**src/rtl/rv32i_lsu.sv**
```systemverilog
// RV32I load/store unit: initiator side of the data-RAM port (IDLE -> ACCESS -> RESP).
// Optional macro LSU_MISALIGN_SPLIT_EN splits misaligned loads into two word reads.
module rv32i_lsu #(
  parameter int ADDR_W    = 32,
  parameter int MEM_BYTES = 800
) (
  input  logic              clk,
  input  logic              rst,
  input  logic              req_valid_i,
  output logic              req_ready_o,
  input  logic              req_store_i,
  input  logic [2:0]        req_funct3_i,
  input  logic [ADDR_W-1:0] req_addr_i,
  input  logic [31:0]       req_wdata_i,
  output logic              rsp_valid_o,
  input  logic              rsp_ready_i,
  output logic [31:0]       rsp_rdata_o,
  output logic [1:0]        rsp_err_o,
  output logic              stall_o,
  output logic              ram_ce_o,
  output logic              ram_we_o,
  output logic [3:0]        ram_mode_o,
  output logic [ADDR_W-1:0] ram_addr_o,
  output logic [31:0]       ram_data_o,
  input  logic [31:0]       ram_data_i,
  output logic [1:0]        dbg_state_o
);

  // Handshakes: a request is taken on the rising edge where req_valid_i & req_ready_o;
  // a response is held stable from rsp_valid_o until the edge where rsp_ready_i is also 1.
  typedef enum logic [1:0] {
    S_IDLE   = 2'd0,
    S_ACCESS = 2'd1,
    S_RESP   = 2'd2
`ifdef LSU_MISALIGN_SPLIT_EN
    , S_ACCESS2 = 2'd3
`endif
  } state_e;

  localparam logic [ADDR_W:0] MEM_LIM = (ADDR_W+1)'(MEM_BYTES);

  state_e              state_q, state_d;
  logic                store_q, store_d;
  logic [2:0]          funct3_q, funct3_d;
  logic [ADDR_W-1:0]   addr_q, addr_d;
  logic [31:0]         wdata_q, wdata_d;
  logic [31:0]         rdata_q, rdata_d;
  logic [1:0]          err_q, err_d;
`ifdef LSU_MISALIGN_SPLIT_EN
  logic                split_q, split_d;
  logic [31:0]         lo_q, lo_d;
  logic [31:0]         ld_split;
`endif

  logic [ADDR_W:0]     req_base;
  logic                bad_f3, misal, oor, split_ok, split_acc;
  logic [4:0]          lane_sh;
  logic [31:0]         ld_word, st_data;
  logic [3:0]          st_mode;
  logic [ADDR_W-1:0]   base_q;

  function automatic logic [31:0] extend(input logic [2:0] f3, input logic [31:0] w);
    case (f3)
      3'b000:  extend = {{24{w[7]}}, w[7:0]};
      3'b001:  extend = {{16{w[15]}}, w[15:0]};
      3'b100:  extend = {24'b0, w[7:0]};
      3'b101:  extend = {16'b0, w[15:0]};
      default: extend = w;
    endcase
  endfunction

  // Fault classification of the incoming request, evaluated before it is latched.
  always_comb begin
    req_base = {1'b0, req_addr_i[ADDR_W-1:2], 2'b00};
    bad_f3   = (req_funct3_i == 3'b011) || (req_funct3_i[2:1] == 2'b11);
    misal    = bad_f3
            || ((req_funct3_i[1:0] == 2'b01) && req_addr_i[0])
            || ((req_funct3_i[1:0] == 2'b10) && (req_addr_i[1:0] != 2'b00));
`ifdef LSU_MISALIGN_SPLIT_EN
    split_ok = misal && !bad_f3 && !req_store_i;
`else
    split_ok = 1'b0;
`endif
    oor = ((req_base + (ADDR_W+1)'(3)) >= MEM_LIM)
       || (split_ok && ((req_base + (ADDR_W+1)'(7)) >= MEM_LIM));
  end

  // Lane placement for stores and lane extraction for loads from the latched request.
  always_comb begin
    lane_sh = {addr_q[1:0], 3'b000};
    base_q  = {addr_q[ADDR_W-1:2], 2'b00};
    ld_word = ram_data_i >> lane_sh;
`ifdef LSU_MISALIGN_SPLIT_EN
    ld_split  = 32'({ram_data_i, lo_q} >> lane_sh);
    split_acc = split_q;
`else
    split_acc = 1'b0;
`endif
    case (funct3_q[1:0])
      2'b00: begin
        st_mode = 4'b0001 << addr_q[1:0];
        st_data = {24'b0, wdata_q[7:0]} << lane_sh;
      end
      2'b01: begin
        st_mode = 4'b0011 << addr_q[1:0];
        st_data = {16'b0, wdata_q[15:0]} << lane_sh;
      end
      default: begin
        st_mode = 4'b1111;
        st_data = wdata_q;
      end
    endcase
  end

  always_comb begin
    state_d  = state_q;
    store_d  = store_q;
    funct3_d = funct3_q;
    addr_d   = addr_q;
    wdata_d  = wdata_q;
    rdata_d  = rdata_q;
    err_d    = err_q;
`ifdef LSU_MISALIGN_SPLIT_EN
    split_d  = split_q;
    lo_d     = lo_q;
`endif
    case (state_q)
      S_IDLE: begin
        if (req_valid_i) begin
          store_d  = req_store_i;
          funct3_d = req_funct3_i;
          addr_d   = req_addr_i;
          wdata_d  = req_wdata_i;
          rdata_d  = '0;
`ifdef LSU_MISALIGN_SPLIT_EN
          split_d  = split_ok;
`endif
          // Faulted requests skip the RAM cycle entirely.
          if (oor) begin
            err_d   = 2'b10;
            state_d = S_RESP;
          end else if (misal && !split_ok) begin
            err_d   = 2'b01;
            state_d = S_RESP;
          end else begin
            err_d   = 2'b00;
            state_d = S_ACCESS;
          end
        end
      end
      S_ACCESS: begin
        state_d = S_RESP;
        if (!store_q) begin
`ifdef LSU_MISALIGN_SPLIT_EN
          if (split_q) begin
            lo_d    = ram_data_i;
            state_d = S_ACCESS2;
          end else begin
            rdata_d = extend(funct3_q, ld_word);
          end
`else
          rdata_d = extend(funct3_q, ld_word);
`endif
        end
      end
`ifdef LSU_MISALIGN_SPLIT_EN
      S_ACCESS2: begin
        rdata_d = extend(funct3_q, ld_split);
        state_d = S_RESP;
      end
`endif
      S_RESP: begin
        if (rsp_ready_i) state_d = S_IDLE;
      end
      default: state_d = S_IDLE;
    endcase
  end

  always_comb begin
    req_ready_o = (state_q == S_IDLE);
    stall_o     = (state_q != S_IDLE);
    rsp_valid_o = 1'b0;
    rsp_rdata_o = '0;
    rsp_err_o   = '0;
    ram_ce_o    = 1'b0;
    ram_we_o    = 1'b0;
    ram_mode_o  = '0;
    ram_addr_o  = '0;
    ram_data_o  = '0;
    dbg_state_o = state_q;
    case (state_q)
      S_ACCESS: begin
        ram_ce_o   = !store_q;
        ram_we_o   = store_q;
        ram_mode_o = split_acc ? 4'b1111 : st_mode;
        ram_addr_o = base_q;
        ram_data_o = st_data;
      end
`ifdef LSU_MISALIGN_SPLIT_EN
      S_ACCESS2: begin
        ram_ce_o   = 1'b1;
        ram_mode_o = 4'b1111;
        ram_addr_o = base_q + ADDR_W'(4);
      end
`endif
      S_RESP: begin
        rsp_valid_o = 1'b1;
        rsp_rdata_o = rdata_q;
        rsp_err_o   = err_q;
      end
      default: ;
    endcase
  end

  always_ff @(posedge clk or negedge rst) begin
    if (!rst) begin
      state_q  <= S_IDLE;
      store_q  <= 1'b0;
      funct3_q <= '0;
      addr_q   <= '0;
      wdata_q  <= '0;
      rdata_q  <= '0;
      err_q    <= '0;
`ifdef LSU_MISALIGN_SPLIT_EN
      split_q  <= 1'b0;
      lo_q     <= '0;
`endif
    end else begin
      state_q  <= state_d;
      store_q  <= store_d;
      funct3_q <= funct3_d;
      addr_q   <= addr_d;
      wdata_q  <= wdata_d;
      rdata_q  <= rdata_d;
      err_q    <= err_d;
`ifdef LSU_MISALIGN_SPLIT_EN
      split_q  <= split_d;
      lo_q     <= lo_d;
`endif
    end
  end

endmodule

```
**config.mk**
```make
export PLATFORM = sky130hd
export DESIGN_NAME = rv32i_lsu
export DESIGN_NICKNAME = d
export VERILOG_FILES = /design/src/rtl/rv32i_lsu.sv
export SDC_FILE = /design/constraint.sdc
export NUM_CORES = 1
export LEC_CHECK = 0
export ABC_AREA = 1
export CAP_MARGIN = 20
export CORE_ASPECT_RATIO = 0.75
export CORE_MARGIN = 2
export CORE_UTILIZATION = 46
export DETAILED_ROUTE_END_ITERATION = 16
export HOLD_SLACK_MARGIN = 0.12
export MAX_ROUTING_LAYER = met4
export PLACE_DENSITY_LB_ADDON = 0.08
export SKIP_CTS_REPAIR_TIMING = 1
export SLEW_MARGIN = 20
export SYNTH_ARGS = -nofsm -noshare
export SYNTH_HDL_FRONTEND = slang
export SYNTH_SLANG_ARGS = --single-unit
```
**constraint.sdc**
```tcl
create_clock -name clk -period 1.83 [get_ports clk]
set_input_delay 0.366 -clock clk [delete_from_list [all_inputs] [get_ports clk]]
set_output_delay 0.366 -clock clk [all_outputs]
set_load 0.01 [all_outputs]
```
# Yosys cells after proc, flatten, opt, wreduce, memory -nomap -nowiden
# Cells that the tools add are included.
# op_classes
add_sub_neg,1
n_lt_le_gt_ge,1
eq_ne,13
n_shift,5
muxes,21
n_reduce_logical,15
# ops
cell,n
two-way mux 32 bit,5
one-hot mux 32 bit (2 select lines),2
one-hot mux 32 bit (4 select lines),1
adder 32 x 2 -> 33 bit (second input constant),1
greater-or-equal comparator 33 x 10 -> 1 bit (second input constant),1
<< shifter 16 x 5 -> 32 bit,1
<< shifter 8 x 5 -> 32 bit,1
right shift 32 x 5 -> 32 bit,1
two-way mux 2 bit,6
one-hot mux 4 bit (2 select lines),1
equality test 2 x 1 -> 1 bit (second input constant),3
equality test 2 bit (second input constant),3
equality test 3 bit (second input constant),2
inequality test 2 bit (second input constant),3
one-hot mux 2 bit (3 select lines),1
nonzero test 2 bit,3
zero test 2 bit,2
two-way mux 1 bit,4
two-way mux 4 bit,1
AND reduction 2 bit,2
<< shifter 1 x 2 -> 4 bit (first input constant),1
<< shifter 2 x 2 -> 4 bit (first input constant),1
equality test 3 x 1 -> 1 bit (second input constant),1
equality test 3 x 2 -> 1 bit (second input constant),1
5 further kinds,8
# totals
reg_bits,104
in_bits,104
out_inout_bits,109
word_cells,63

# Longest topological paths before layout
# Gate-level depths: netlist (run 1).
# logic_depth
ltp_word,8
ltp_mapped,10
mapped_depth_nobuf,8

# Worst setup path after synthesis (run 1)
# OpenSTA, ideal clock, no wires.
# synth_timing
kind,register to output
startpoint,reg addr_q[0]
endpoint,out ram_data_o[0]
t_arrival_ps,1291
required_time_ps,1464
slack_ps,173
stages_incl_launch_ff,8
path_buffers,2
cell_sequence,dfrtp_1 -> buf_6 -> inv_4 -> buf_6 -> a21oi_4 -> nor2_1 -> inv_1 -> nor2_1
# synth_via
elab_chain_cells,3
word_cells_on_any_way,4
cone_classes,2 x shift; 2 x mux
# synth_lines
item,line_no,text
from (decl),45,"logic [ADDR_W-1:0] addr_q, addr_d;"
from (signal assigned),232,addr_q <= addr_d;
<< shifter 16 x 5 -> 32 bit / << shifter 8 x 5 -> 32 bit (equally long branches),"106, 102",
one-hot mux 32 bit (2 select lines) *,99,case (funct3_q[1:0])
two-way mux 32 bit *,191,case (state_q)
to (decl),24,"output logic [31:0] ram_data_o,"
# Mark *: on every way between the ends. The rest lies on a longest branch, timed or not.

# Worst setup path in the final report (run 1)
# layout_timing
startpoint,reg funct3_q[1]
endpoint,out ram_data_o[22]
# layout_via
elab_chain_cells,3
word_cells_on_any_way,4
cone_classes,1 x eq/ne; 2 x mux; 1 x reduce/logical
# layout_lines
item,line_no,text
from (decl),44,"logic [2:0] funct3_q, funct3_d;"
from (signal assigned),231,funct3_q <= funct3_d;
equality test 2 x 1 -> 1 bit / zero test 2 bit (equally long branches),99,
one-hot mux 32 bit (2 select lines) *,99,
two-way mux 32 bit *,191,
# Marked as above.

==> impl_metrics.csv, run 1 <==
group,metric,value,unit
placed_design,pre_cts_ws,-0.309,ns
logic_synthesis,yosysWarnings,0,
clocking,clock_path_buffers,2,
sta,final.setup_skew,0.00889,ns
placed_design,gp_congestion,0.895,
global_route,grt_pass1_vias,5695,
sta,hold_violations,0,
floorplanning,initial_core_util,0.476,
drt,drtIter0Drc,460,
drt,first_pass_iters,5,
hold_path,hold_class,"flop to flop",
clocking,cts_tree,"yes",
clocking,clock_latency,0.35,ns
worst_setup_path,cp-start-kind,"flop",
logic_synthesis,synth-main-ff-cell,"dfrtp_1",
floorplanning,die_w,135,um
global_route,gr-total-overflow,0,
sta,grt_setup_unrepaired,"yes",
clocking,cts_sinks,104,
global_route,antenna_found_initial,0,
global_route,grt_start_max_net_pins,41,
sta,setup_slack,-0.246,ns
pwr,powerDensity,798,nW/um2
sta,holdWs,0.483,ns
logic_synthesis,synthesis.instances,808,
final_layout,antenna_cells,0,
run,drv_cap,0,
logic_synthesis,synth_seq_cells,104,
placed_design,port_buffers,210,
clocking,clkTransAtPathRegs,0.07,ns
sta,report.final.slew_viol_count,0,
logic_synthesis,synth_area,5920,um2
logic_synthesis,synth_top_area_cell,"dfrtp_1",
drt,postRouteAntennaNets,0,
logic_synthesis,seq_area_frac_synth,0.439,
pwr,vdd_drop_max,0.000603,V
logic_synthesis,synth_edf_count,0,
sta,setup_viol,100,
logic_synthesis,ys_async_sr_fraction,1.00,
outcome,violations,"setup timing",
drt,drt-vias-per-instance,5.09,
clocking,cts_max_level,3,
sta,fmax,482,MHz
global_route,grt.total_usage,0.275,
worst_setup_path,crit_type,"flop to output port",
logic_synthesis,synthTopCellsByArea,"dfrtp_1 (44%), nand2_1 (12%), nor2_1 (8.6%)",
drt,vias,6231,
floorplanning,rows,35,
logic_synthesis,synth.avg_cell_area,7.33,um2
floorplanning,die_area,13800,um2
logic_synthesis,synthTopCellsByCount,"nand2_1 (183), nor2_1 (135), dfrtp_1 (104)",
clocking,cts_inserted_buffers,9,
worst_setup_path,worstPathArrival,1.71,ns
pwr,p_leak,4.54,nW
final_layout,final_nets,1158,
sta,post-route-period-util,1.13,
worst_setup_path,critPathMaxFanout,5,
sta,layout_min_cycle_time,2.08,ns
floorplanning,io-pin-count,213,
global_route,grt_pass1_wl,28600,um
logic_synthesis,synth_top_area_frac,0.439,
outcome,outcome,"finished with violations",
floorplanning,core_area,12400,um2
drt,post_drt_wl_per_cell,16.0,um
final_layout,areaGrowthSynthToFinish,55.2,%
logic_synthesis,yosysUniqueCellTypes,29,
placed_design,dp_hpwl,13900,um
drt,post-route-drc-count,0,
clocking,cts-root-buf,"clkbuf_16",
final_layout,drive_gt1_frac,0.303,
worst_setup_path,endpoint_kind,"output port",
worst_setup_path,required,1.46,ns
logic_synthesis,synth.most_common_cell,"nand2_1",
floorplanning,die_h,102,um
drt,routed_wl,19600,um
critical path: stages, from the launching register on:
cell,delay [ns]
dfrtp_2,0.48
buf_6,0.15
a21oi_4,0.21
buf_6,0.18
nand2_1,0.08
a21oi_2,0.13
buf_2,0.14
where the power goes:
part | switching (mW) | internal, mW | total (mW)
registers | 0.216 | 2.62 | 2.84
logic | 1.47 | 1.14 | 2.61
clock network | 0.906 | 0.983 | 1.89
total | 2.59 | 4.75 | 7.34
cells in the final DEF, fill, tap and decap left out, drive strengths merged:
master and instances:
a21oi 90, buf 158, clkbuf 24, clkdlybuf4s50 103, clkinv 5, clkinvlp 1, conb 2, dfrtp 104
dlygate4sd3 1, dlymetal6s2s 5, inv 109, mux2 24, nand2 188, nand3 18, nor2 141, o211ai 15
o21ai 63, o22ai 8
path summary, 6_finish.rpt:
| path | startpoint | cells after the start | to | slack (ns) |
|---|---|---|---|---|
| min reg2reg | rdata_q[26]$_DFFE_PN0P_ | 2 | rdata_q[26]$_DFFE_PN0P_ | 0.48 |
| max in group asynchronous | rst | 3 | addr_q[3]$_DFFE_PN0P_ | 0.73 |
| min in group asynchronous | rst | 2 | wdata_q[19]$_DFFE_PN0P_ | 0.52 |
| max reg2reg | addr_q[1]$_DFFE_PN0P_ | 8 | rdata_q[10]$_DFFE_PN0P_ | 0.14 |
| max | funct3_q[1]$_DFFE_PN0P_ | 6 | ram_data_o[22] | -0.25 |
| min | rdata_q[26]$_DFFE_PN0P_ | 2 | rdata_q[26]$_DFFE_PN0P_ | 0.48 |
state kept, by name, summed over array words and instances, names as in the netlist:
name,cells
addr_q,32
dbg_state_o,2
err_q,2
funct3_q,3
rdata_q,32
store_q,1
wdata_q,32
through the flow:
stage / instance area, um2 / power (mW) / util / std cells / TNS [ns]
6_report: 9190 / 7.34 / 0.739 / 1225 / -12.92
5_1_grt: 9190 / 7.72 / 0.739 / 1225 / -20.40
4_1_cts: 8740 / 6.94 / 0.703 / 1203 / -58.69
3_5_place_dp: 8450 / 5.05 / 0.679 / 1187 / -19.06
3_3_place_gp: 8450 / 5.03 / 0.679 / 1187 / -17.93
2_1_floorplan: 5930 / 4.14 / - / 809 / 0
layout make-up:
type	count	area (um2)
fillers	1000	3240
multi-input cells	549	3010
repair buffers	281	2630
flip-flops and latches	104	2610
inverters	108	438
clock buffers	10	239
well taps	166	208
clock inverters	6	52.6
repair inverters	1	8.76
layer usage:
| layer | routed length [um] | vias up | GRT usage |
|---|---|---|---|
| met3 | 1690 | 21 | 0.0580 |
| met2 | 8890 | 245 | 0.415 |
| met4 | 283 | 0 | 0.0665 |
| li1 | - | 3029 | - |
| met5 | 0 | - | - |
| met1 | 8780 | 2936 | 0.382 |
cell families (layout without fill, tap and decap cells):
group	after synthesis	count (layout)	share of synthesized area
AND/OR/NAND/NOR	347	347	0.237
other	1	2	0.000633
multiplexers	24	24	0.0456
AO/OA/AOI/OAI	176	176	0.161
flip-flops	104	104	0.439
buffers and inverters	156	406	0.116
No activity file was read; power rests on OpenSTA's default activity.
==> run 2: changes to the inputs <==
--- a/config.mk
+++ b/config.mk
@@ -6,7 +6,8 @@
 export NUM_CORES = 1
 export LEC_CHECK = 0
 export ABC_AREA = 1
-export CAP_MARGIN = 20
+export ABC_CLOCK_PERIOD_IN_PS = 1830
+export CAP_MARGIN = 5
 export CORE_ASPECT_RATIO = 0.75
 export CORE_MARGIN = 2
 export CORE_UTILIZATION = 46
==> results of run 2 <==
No change in the layout: final DEF, timing and power equal those of run 1.
==> run 3: changes to the inputs <==
--- a/config.mk
+++ b/config.mk
@@ -11,10 +11,11 @@
 export CORE_ASPECT_RATIO = 0.75
 export CORE_MARGIN = 2
 export CORE_UTILIZATION = 46
+export CTS_BUF_LIST = sky130_fd_sc_hd__clkbuf_4 sky130_fd_sc_hd__clkbuf_8 sky130_fd_sc_hd__clkbuf_16
 export DETAILED_ROUTE_END_ITERATION = 16
 export HOLD_SLACK_MARGIN = 0.12
 export MAX_ROUTING_LAYER = met4
-export PLACE_DENSITY_LB_ADDON = 0.08
+export PLACE_DENSITY = 0.82
 export SKIP_CTS_REPAIR_TIMING = 1
 export SLEW_MARGIN = 20
 export SYNTH_ARGS = -nofsm -noshare
==> impl_metrics.csv, run 3 (synthesized netlist as in run 1, its figures left out) <==
group,metric,value,unit
sta,hold_violations,0,
placed_design,post_dp_cell_area,8420,um2
clocking,cts_tree,"yes",
global_route,grt_pass1_wl,29500,um
global_route,grt.total_usage,0.283,
clocking,clock_path_buffers,2,
final_layout,drive_gt1_frac,0.267,
sta,tns,-23.10,ns
clocking,clock_latency,0.35,ns
clocking,cts_max_level,3,
global_route,top_usage_layer,"met2",
final_layout,design_area,8890,um2
drt,first_pass_iters,5,
drt,postRouteAntennaNets,0,
hold_path,hold_class,"flop to flop",
final_layout,final_nets,1156,
global_route,grt_start_max_net_pins,41,
worst_setup_path,worstPathArrival,1.90,ns
floorplanning,die_h,102,um
worst_setup_path,path_delay_family,"buffers and inverters",
worst_setup_path,path_buf_inv,5,
sta,setup_viol,100,
sta,layout_min_cycle_time,2.26,ns
sta,grt_setup_unrepaired,"yes",
placed_design,port_buffers,210,
placed_design,dp_hpwl,14100,um
final_layout,top_regs,"addr_q x32, rdata_q x32, wdata_q x32",
worst_setup_path,required,1.46,ns
final_layout,postLayoutCoreUtil,0.715,
outcome,outcome,"finished with violations",
drt,vias,6347,
floorplanning,rows,35,
final_layout,fin_cells,1222,
placed_design,gp_congestion,0.931,
floorplanning,core_area,12400,um2
sta,setup_slack,-0.432,ns
worst_setup_path,slowest_stage,"dfrtp_1",
sta,holdWs,0.482,ns
final_layout,antenna_cells,0,
worst_setup_path,critPathMaxFanout,6,
global_route,grtUsageMet2,0.439,
global_route,grt_pass1_vias,5916,
worst_setup_path,endpoint_kind,"output port",
floorplanning,io-pin-count,213,
sta,post-route-period-util,1.24,
placed_design,dp_cells,1184,
drt,drt-vias-per-instance,5.19,
drt,post_drt_wl_per_cell,16.4,um
drt,routed_wl,20000,um
drt,post-route-drc-count,0,
drt,drtIter0Drc,568,
sta,fmax,442,MHz
global_route,gr-total-overflow,0,
pwr,powerDensity,822,nW/um2
outcome,violations,"setup timing",
sta,report.final.slew_viol_count,0,
floorplanning,die_area,13800,um2
clocking,cts_sinks,104,
global_route,antenna_found_initial,0,
global_route,met3_usage,0.0868,
clocking,cts_inserted_buffers,9,
worst_setup_path,path_cells,"inv_2 > nor2_4 > clkinvlp_4 > buf_6 > nor2_4 > buf_6 > o21ai_2 > a21oi_2 > buf_4",
final_layout,nFillCells,1004,
sta,final.setup_skew,0.00626,ns
final_layout,layout_commonest_cell,"nand2_1",
clocking,cts-root-buf,"clkbuf_16",
clocking,clkTransAtPathRegs,0.07,ns
pwr,vdd_drop_max,0.000552,V
worst_setup_path,cp-start-kind,"flop",
pwr,p_leak,4.54,nW
final_layout,final_cell_mix,"nand2_1 (183), nor2_1 (110), clkdlybuf4s50_1 (104)",
floorplanning,initial_core_util,0.476,
run,drv_cap,0,
worst_setup_path,max_stage_delay,0.36,ns
worst_setup_path,crit_type,"flop to output port",
final_layout,areaGrowthSynthToFinish,50.1,%
floorplanning,die_w,135,um
global_route,grt_use_met1,0.363,
[run 3: cell types whose count changed in the layout (fill, tap and decap cells not counted), moves of 9 or more]
cell      change
buf_6        -10
nand2_1       +9
buf_2        -10
clkbuf_2     +16
nor2_4       -14
nor2_1       +29
nor2_2       -15
[run 3: layout make-up]
class,count,area (um2),share of cell area
Inverter,108,437,0.0491
Multi-Input combinational cell,549,2860,0.322
Clock buffer,9,225,0.0253
Clock inverter,6,90.1,0.0101
Timing Repair Buffer,279,2460,0.277
Timing Repair inverter,1,7.51,0.000844
Sequential cell,104,2600,0.293
Tap cell,166,208,0.0234
[run 3: metrics by stage]
stage / setup WS (ns) / total power [mW]
after floorplan: 0.173 / 4.14
after global placement: -0.282 / 4.96
after detailed placement: -0.316 / 5.01
after CTS: -0.758 / 7.08
after global routing: -0.515 / 7.70
final: -0.432 / 7.31
[run 3: worst reg2reg max path, cell delays in order, from the launching register on]
cell and delay, ns:
dfrtp_1 0.41, buf_4 0.15, buf_6 0.11, buf_4 0.14, nor2_4 0.14, nand2_4 0.12
buf_12 0.19, buf_4 0.18, nor2_1 0.11, a21oi_1 0.07
[run 3: worst paths after layout]
check / slack [ns] / endpoint / startpoint / cells past startpoint
setup reg to reg: 0.10 / wdata_q[7]$_DFFE_PN0P_ / dbg_state_o[1]$_DFFE_PN0P_ / 9
hold reg to reg: 0.48 / rdata_q[27]$_DFFE_PN0P_ / rdata_q[27]$_DFFE_PN0P_ / 2
setup / recovery: -0.43 / ram_data_o[13] / dbg_state_o[0]$_DFFE_PN0P_ / 9
hold / removal: 0.48 / rdata_q[27]$_DFFE_PN0P_ / rdata_q[27]$_DFFE_PN0P_ / 2
max in group asynchronous: 0.77 / addr_q[31]$_DFFE_PN0P_ / rst / 3
min in group asynchronous: 0.50 / wdata_q[17]$_DFFE_PN0P_ / rst / 2
[run 3: metal layers]
| metal | share of wire | vias to the layer above |
|---|---|---|
| li1 | - | 3027 |
| met1 | 0.42 | 2954 |
| met2 | 0.46 | 315 |
| met3 | 0.096 | 51 |
| met4 | 0.027 | 0 |
| met5 | 0 | - |
[run 3: power by group]
part / total (mW) / internal, mW / switching (mW)
registers: 2.83 / 2.62 / 0.209
clock network: 2.07 / 1.20 / 0.875
logic: 2.41 / 1.03 / 1.38
